## src/rtl/udp_image_pkt_ctrl.sv

```systemverilog
// udp_image_pkt_ctrl: cuts FWFT pixel FIFO lines into UDP payloads with a 4-byte header.
// Optional tx_done watchdog enabled by UDP_IMG_TX_TIMEOUT_EN.
module udp_image_pkt_ctrl #(
    parameter int IMG_H_PIXEL     = 640,
    parameter int IMG_V_PIXEL     = 480,
    parameter int BYTES_PER_PIXEL = 2,
    parameter int IFG_CYCLES      = 16,
    parameter int TIMEOUT_CYCLES  = 65535
) (
    input  logic        clk,
    input  logic        rst,
    input  logic        frame_start,
    input  logic [31:0] fifo_dout,
    input  logic        fifo_empty,
    input  logic [10:0] fifo_rd_cnt,
    output logic        fifo_rd_en,
    input  logic        tx_req,
    input  logic        tx_done,
    output logic        tx_start_en,
    output logic [15:0] tx_byte_num,
    output logic [31:0] tx_data,
    output logic        frame_busy,
    output logic        req_err
);
    localparam int          LINE_BYTES = IMG_H_PIXEL * BYTES_PER_PIXEL;
    localparam logic [15:0] LINE_WORDS = 16'(LINE_BYTES / 4);
    localparam logic [15:0] LAST_LINE  = 16'(IMG_V_PIXEL - 1);
    localparam logic [15:0] GAP_LAST   = 16'(IFG_CYCLES - 1);

    typedef enum logic [2:0] {IDLE, WAIT_DATA, START, SEND, GAP} state_t;

    state_t      state_q, state_d;
    logic [15:0] line_idx_q, line_idx_d, word_cnt_q, word_cnt_d, gap_cnt_q, gap_cnt_d;
    logic [7:0]  frame_id_q, frame_id_d;
    logic [31:0] tx_data_q, tx_data_d;
    logic        pend_q, pend_d, tx_start_en_q, tx_start_en_d;
    logic        frame_busy_q, frame_busy_d, req_err_q, req_err_d;
    logic        serve, data_word, wd_hit;

    function automatic logic [31:0] swz(input logic [31:0] w);
        return {w[23:16], w[31:24], w[7:0], w[15:8]};
    endfunction

    assign serve       = state_q == SEND && tx_req;
    assign data_word   = word_cnt_q != 16'd0 && word_cnt_q <= LINE_WORDS;
    assign fifo_rd_en  = serve && data_word && !fifo_empty;
    assign tx_byte_num = 16'(LINE_BYTES + 4);
    assign tx_start_en = tx_start_en_q;
    assign tx_data     = tx_data_q;
    assign frame_busy  = frame_busy_q;
    assign req_err     = req_err_q;

`ifdef UDP_IMG_TX_TIMEOUT_EN
    localparam logic [15:0] WD_LAST = 16'(TIMEOUT_CYCLES - 1);
    logic [15:0] wd_q, wd_d;
    assign wd_hit = state_q == SEND && !tx_done && wd_q == WD_LAST;
    assign wd_d   = state_q == SEND ? wd_q + 16'd1 : 16'd0;
    always_ff @(posedge clk or posedge rst)
        if (rst) wd_q <= '0;
        else     wd_q <= wd_d;
`else
    assign wd_hit = 1'b0;
`endif

    always_comb begin
        state_d       = state_q;
        line_idx_d    = line_idx_q;
        word_cnt_d    = word_cnt_q;
        gap_cnt_d     = gap_cnt_q;
        frame_id_d    = frame_id_q;
        tx_data_d     = tx_data_q;
        frame_busy_d  = frame_busy_q;
        tx_start_en_d = 1'b0;
        pend_d        = pend_q | (frame_start && state_q != IDLE);
        req_err_d     = frame_start ? 1'b0 : req_err_q;
        if (serve) begin
            word_cnt_d = word_cnt_q == 16'hFFFF ? word_cnt_q : word_cnt_q + 16'd1;
            if (word_cnt_q == 16'd0) tx_data_d = swz({8'hA5, frame_id_q, line_idx_q});
            else if (!data_word) req_err_d = 1'b1;
            else if (fifo_empty) begin
                tx_data_d = '0;
                req_err_d = 1'b1;
            end else tx_data_d = swz(fifo_dout);
        end
        if (wd_hit) req_err_d = 1'b1;
        case (state_q)
            IDLE: if (frame_start) begin
                line_idx_d   = '0;
                frame_busy_d = 1'b1;
                state_d      = WAIT_DATA;
            end
            WAIT_DATA: if ({5'd0, fifo_rd_cnt} >= LINE_WORDS) begin
                tx_start_en_d = 1'b1;
                state_d       = START;
            end
            START: begin
                word_cnt_d = '0;
                state_d    = SEND;
            end
            SEND: if (tx_done || wd_hit) begin
                gap_cnt_d = '0;
                state_d   = GAP;
            end
            GAP: begin
                gap_cnt_d = gap_cnt_q + 16'd1;
                if (gap_cnt_q >= GAP_LAST) begin
                    if (pend_d) begin
                        pend_d     = 1'b0;
                        line_idx_d = '0;
                        frame_id_d = frame_id_q + 8'd1;
                        state_d    = WAIT_DATA;
                    end else if (line_idx_q == LAST_LINE) begin
                        frame_id_d   = frame_id_q + 8'd1;
                        frame_busy_d = 1'b0;
                        state_d      = IDLE;
                    end else begin
                        line_idx_d = line_idx_q + 16'd1;
                        state_d    = WAIT_DATA;
                    end
                end
            end
            default: state_d = IDLE;
        endcase
    end

    always_ff @(posedge clk or posedge rst) begin
        if (rst) begin
            state_q       <= IDLE;
            line_idx_q    <= '0;
            word_cnt_q    <= '0;
            gap_cnt_q     <= '0;
            frame_id_q    <= '0;
            tx_data_q     <= '0;
            pend_q        <= 1'b0;
            tx_start_en_q <= 1'b0;
            frame_busy_q  <= 1'b0;
            req_err_q     <= 1'b0;
        end else begin
            state_q       <= state_d;
            line_idx_q    <= line_idx_d;
            word_cnt_q    <= word_cnt_d;
            gap_cnt_q     <= gap_cnt_d;
            frame_id_q    <= frame_id_d;
            tx_data_q     <= tx_data_d;
            pend_q        <= pend_d;
            tx_start_en_q <= tx_start_en_d;
            frame_busy_q  <= frame_busy_d;
            req_err_q     <= req_err_d;
        end
    end
endmodule

```

## config.mk

```make
export PLATFORM = sky130hd
export DESIGN_NAME = udp_image_pkt_ctrl
export DESIGN_NICKNAME = d
export VERILOG_FILES = /design/src/rtl/udp_image_pkt_ctrl.sv
export SDC_FILE = /design/constraint.sdc
export NUM_CORES = 1
export LEC_CHECK = 0
export CAP_MARGIN = 0
export CORE_MARGIN = 2
export CORE_UTILIZATION = 50
export CTS_CLUSTER_SIZE = 12
export DETAILED_ROUTE_END_ITERATION = 8
export PLACE_DENSITY = 0.78
export REMOVE_ABC_BUFFERS = 1
export SYNTH_ARGS = -nofsm -noshare
export SYNTH_HDL_FRONTEND = slang
export SYNTH_SLANG_ARGS = --single-unit
export TNS_END_PERCENT = 5
```

## constraint.sdc

```tcl
create_clock -name clk -period 3.2 [get_ports clk]
set_clock_uncertainty 0.2 [all_clocks]
set_input_delay 0.32 -clock clk [delete_from_list [all_inputs] [get_ports clk]]
set_output_delay 0.32 -clock clk [all_outputs]
set_load 0.005 [all_outputs]
```

==> results.md <==
- Max Fclk: 327.5 MHz
- Final worst-path cycle share: 0.9542
- RSZ-0062 raised after global routing: false
- M1 wire length: 5448 um
- Area leader, netlist: dfrtp_1
- Synth warn: 0
- Buf/Inv on CP: 1
- Post-Synth Adder-Cell Area: 0.01169
- Area Overhead vs Synth: 20.66%
- Routed length per placed instance: 15.92 um
- Post-synth ARST share: 1.000
- Multi-input gate area: 2750 um^2
- Tightest Hold Check Type: in2async
- WHS: 164.7 ps
- Total GRT Usage: 0.2050
- Avg Cell Area, Syn: 10.37 um^2
- Placed cells: 716
- Port bufs: 78
- Deepest clock path buffer count: 2
- Post-Synthesis Cells: 516
- First-pass GRT wire length: 19240 um
- Critical path's slowest cell: clkdlybuf4s50_1
- Layout cells sized above 1: 0.1569
- Setup_tns: 0 ps
- Fin cells: 735
- Overflow after GRT: 0
- Initial Utilization: 0.5162
- TritonCTS Sinks: 95
- Die X: 107.5 um
- Number of global-route vias before repair: 3963
- Slack of the critical path: 146.6 ps
- Primary FF master, synth: dfrtp_1
- Synth Area in Simple Gates: 0.2069
- Worst-path fanout max: 7
- Synth Cell Area: 5353 um^2
- Crit-path leading delay family: simple AND/OR/NAND/NOR gates
- XOR/XNOR Fraction of Synth Area: 0.03109
- Main combinational cell family by area after synthesis: simple AND/OR/NAND/NOR gates
- Synthesized flop and latch total: 95
- Detailed Route WL: 11700 um
- # fillers: 843
- Pre-CTS WS: 420.4 ps
- Vias/cell: 5.683
- Largest net degree at the start of global routing: 58
- Crit. End Element: primary output
- Number of H-tree levels: 3
- Yosys cell types: 68
- Finish-stage setup viols: 0
- DR pass1 iterations: 4
- 1st-iter DRT viols: 264
- Crit path time final: 3053 ps
- Post-synthesis mux area share: 0.1307
- Via total after detailed routing: 4177
- Post-synthesis sequential area ratio: 0.4441
- Top cells by area, synth: dfrtp_1 44%, mux2_4 6.2%, mux2_2 4.8%, nor2b_1 3.3%, nand2_1 3.1%
- Clk root buf: clkbuf_8
- Met3 WL: 550 um
- # DRC: 0
- CP required: 2680 ps
- Slew margin rel.: 0.5276
- DP HPWL: 8189 um
- Final Max Slew Viols: 0
- Startpoint types: register
- EDFF count, synth: 0
- Crit path kind: reg2out
- Clk_lat worst skew: 370 ps
- Initial antenna violation count: 0
- Hold Buf Count CTS: 0
- Compound-Gate Fraction of Synth Area: 0.1180
- Lkg Pwr: 2.803 nW
- DR WL met2: 5498 um
- Clk slew on worst S/H paths: 100 ps
- Die Ht: 107.5 um
- Final hold vios: 0
- Reg area: 2380 um^2
- CTS tree: yes
- Final net count: 648
- Peak supply drop: 0.0003288 V
- Core ar.: 10370 um^2
- Cell area power density: 626.5 nW/um^2
- WP data arrival: 2530 ps
- Gp weighted congestion: 0.8754
- Die area: 11550 um^2
- Num CTS Buffers: 9
- CP max stage delay: 530 ps
- Worst path cell trace: nor4_4 > a21boi_1 > o21a_1 > or2_2 > nor3_2 > clkdlybuf4s50_1
- Uppermost routed layer: met4
- Max-cap violations: 0
- IO Count: 101
- # diodes: 0
- Num rows: 37
- Status: finished, final reports clean
- Synth top area share: 0.4441
- Worst-Margin Slew: 707.8 ps
- Post-route ant nets: 0
==> cell usage after synthesis (2+ instances only) <==
library cell	n
nand2_1	44
nor2_1	24
nand4_1	14
inv_1	12
nand4b_1	3
o31ai_1	3
nor4_2	2
nand3_1	18
and3_1	14
buf_2	3
o32a_1	4
clkbuf_1	14
o211ai_1	4
dfrtp_1	95
nand2b_1	4
xnor2_1	16
nor4_1	10
nor3_4	2
a21oi_1	16
mux2_2	23
buf_1	2
o21ai_0	22
buf_6	4
o21ai_1	2
ha_1	5
a22o_1	5
xor2_1	3
mux2_4	22
nor2b_1	28
nor3_1	7
and2_1	3
buf_4	16
and4_1	6
a21o_1	2
mux2i_1	11
or3_1	4
a41oi_1	4
a31oi_1	12
conb_1	2
or2_2	2
a211oi_1	2
==> worst register-to-register path: stages, from the launching register on <==
cell     delay [ps]
dfrtp_1         480
nor4_4          360
nand3_2         190
or2_1           470
buf_4           320
mux2_4          320
mux2_4          250
==> sequential cells by signal, indices dropped and copies added (netlist names) <==
register	cells
tx_start_en	1
req_err	1
state_q	3
tx_data	32
frame_id_q	8
frame_busy	1
line_idx_q	16
pend_q	1
gap_cnt_q	16
word_cnt_q	16
==> worst paths after layout <==
kind | from | endpoint | slack [ps] | cells past startpoint
worst max-delay path | word_cnt_q[3]$_DFFE_PP0P_ | fifo_rd_en | 150 | 6
worst min-delay path | rst | tx_data[21]$_DFFE_PP0P_ | 160 | 2
worst max register to register | word_cnt_q[12]$_DFFE_PP0P_ | tx_data[5]$_DFFE_PP0P_ | 500 | 6
worst min register to register | req_err$_DFF_PP0_ | req_err$_DFF_PP0_ | 290 | 1
max in group asynchronous | rst | gap_cnt_q[1]$_DFFE_PP0P_ | 1890 | 3
min in group clk | req_err$_DFF_PP0_ | req_err$_DFF_PP0_ | 290 | 1
==> metal layers <==
metal,track usage,vias up
met5,0,-
met4,0.06685,0
met3,0.02542,20
met2,0.3232,129
met1,0.2947,2024
li1,-,2004
==> stage by stage <==
stage,util,total power [mW],cell area [um^2]
floorplan,-,2.539,5150
global placement,0.5983,3.166,6205
detailed placement,0.5983,3.225,6205
CTS,0.6182,4.053,6411
global route,0.6228,4.282,6459
finish,0.6228,4.047,6459
==> cell families after synthesis <==
family	count (synthesis)
buffers and inverters	52
AOI/OAI and AO/OA	91
and+or+nand+nor	196
other	2
DFF	95
muxes	56
adders and majority gates	5
xor gates and xnor gates	19
==> final cells by class <==
class	count	share of cell area
Multi-Input combinational cell	383	0.4258
Tap cell	136	0.02635
Inverter	12	0.007168
Sequential cell	95	0.3685
Clock buffer	10	0.02131
Timing Repair Buffer	93	0.1403
Clock inverter	6	0.01065
==> cells in the final DEF (no fill, tap or decap), types with 5 or more instances in the layout <==
master / Yosys / layout
dfrtp_1: 95 / 93
clkdlybuf4s50_1: 0 / 78
nand2_1: 44 / 44
nor2b_1: 28 / 28
nor2_1: 24 / 24
mux2_2: 23 / 23
o21ai_0: 22 / 22
mux2_4: 22 / 22
nand3_1: 18 / 18
a21oi_1: 16 / 16
xnor2_1: 16 / 16
conb_1: 2 / 16
and3_1: 14 / 14
nand4_1: 14 / 14
buf_4: 16 / 14
a31oi_1: 12 / 12
inv_1: 12 / 11
mux2i_1: 11 / 11
nor4_1: 10 / 10
clkbuf_8: 0 / 10
and4_1: 6 / 6
nor3_1: 7 / 6
a22o_1: 5 / 5
ha_1: 5 / 5
==> power breakdown <==
group	leakage, nW	internal [mW]	switching [mW]
Sequential	1.27	1.45	0.198
Combinational	1.43	0.901	0.674
Clock	0.103	0.387	0.436
Total	2.80	2.74	1.31
==> repair_timing <==
item / CTS / global route
resized for setup: 0 / 5
setup buffers: 0 / 3
setup endpoints to repair: 0 / 1
Power figures use the tool's default switching activity.
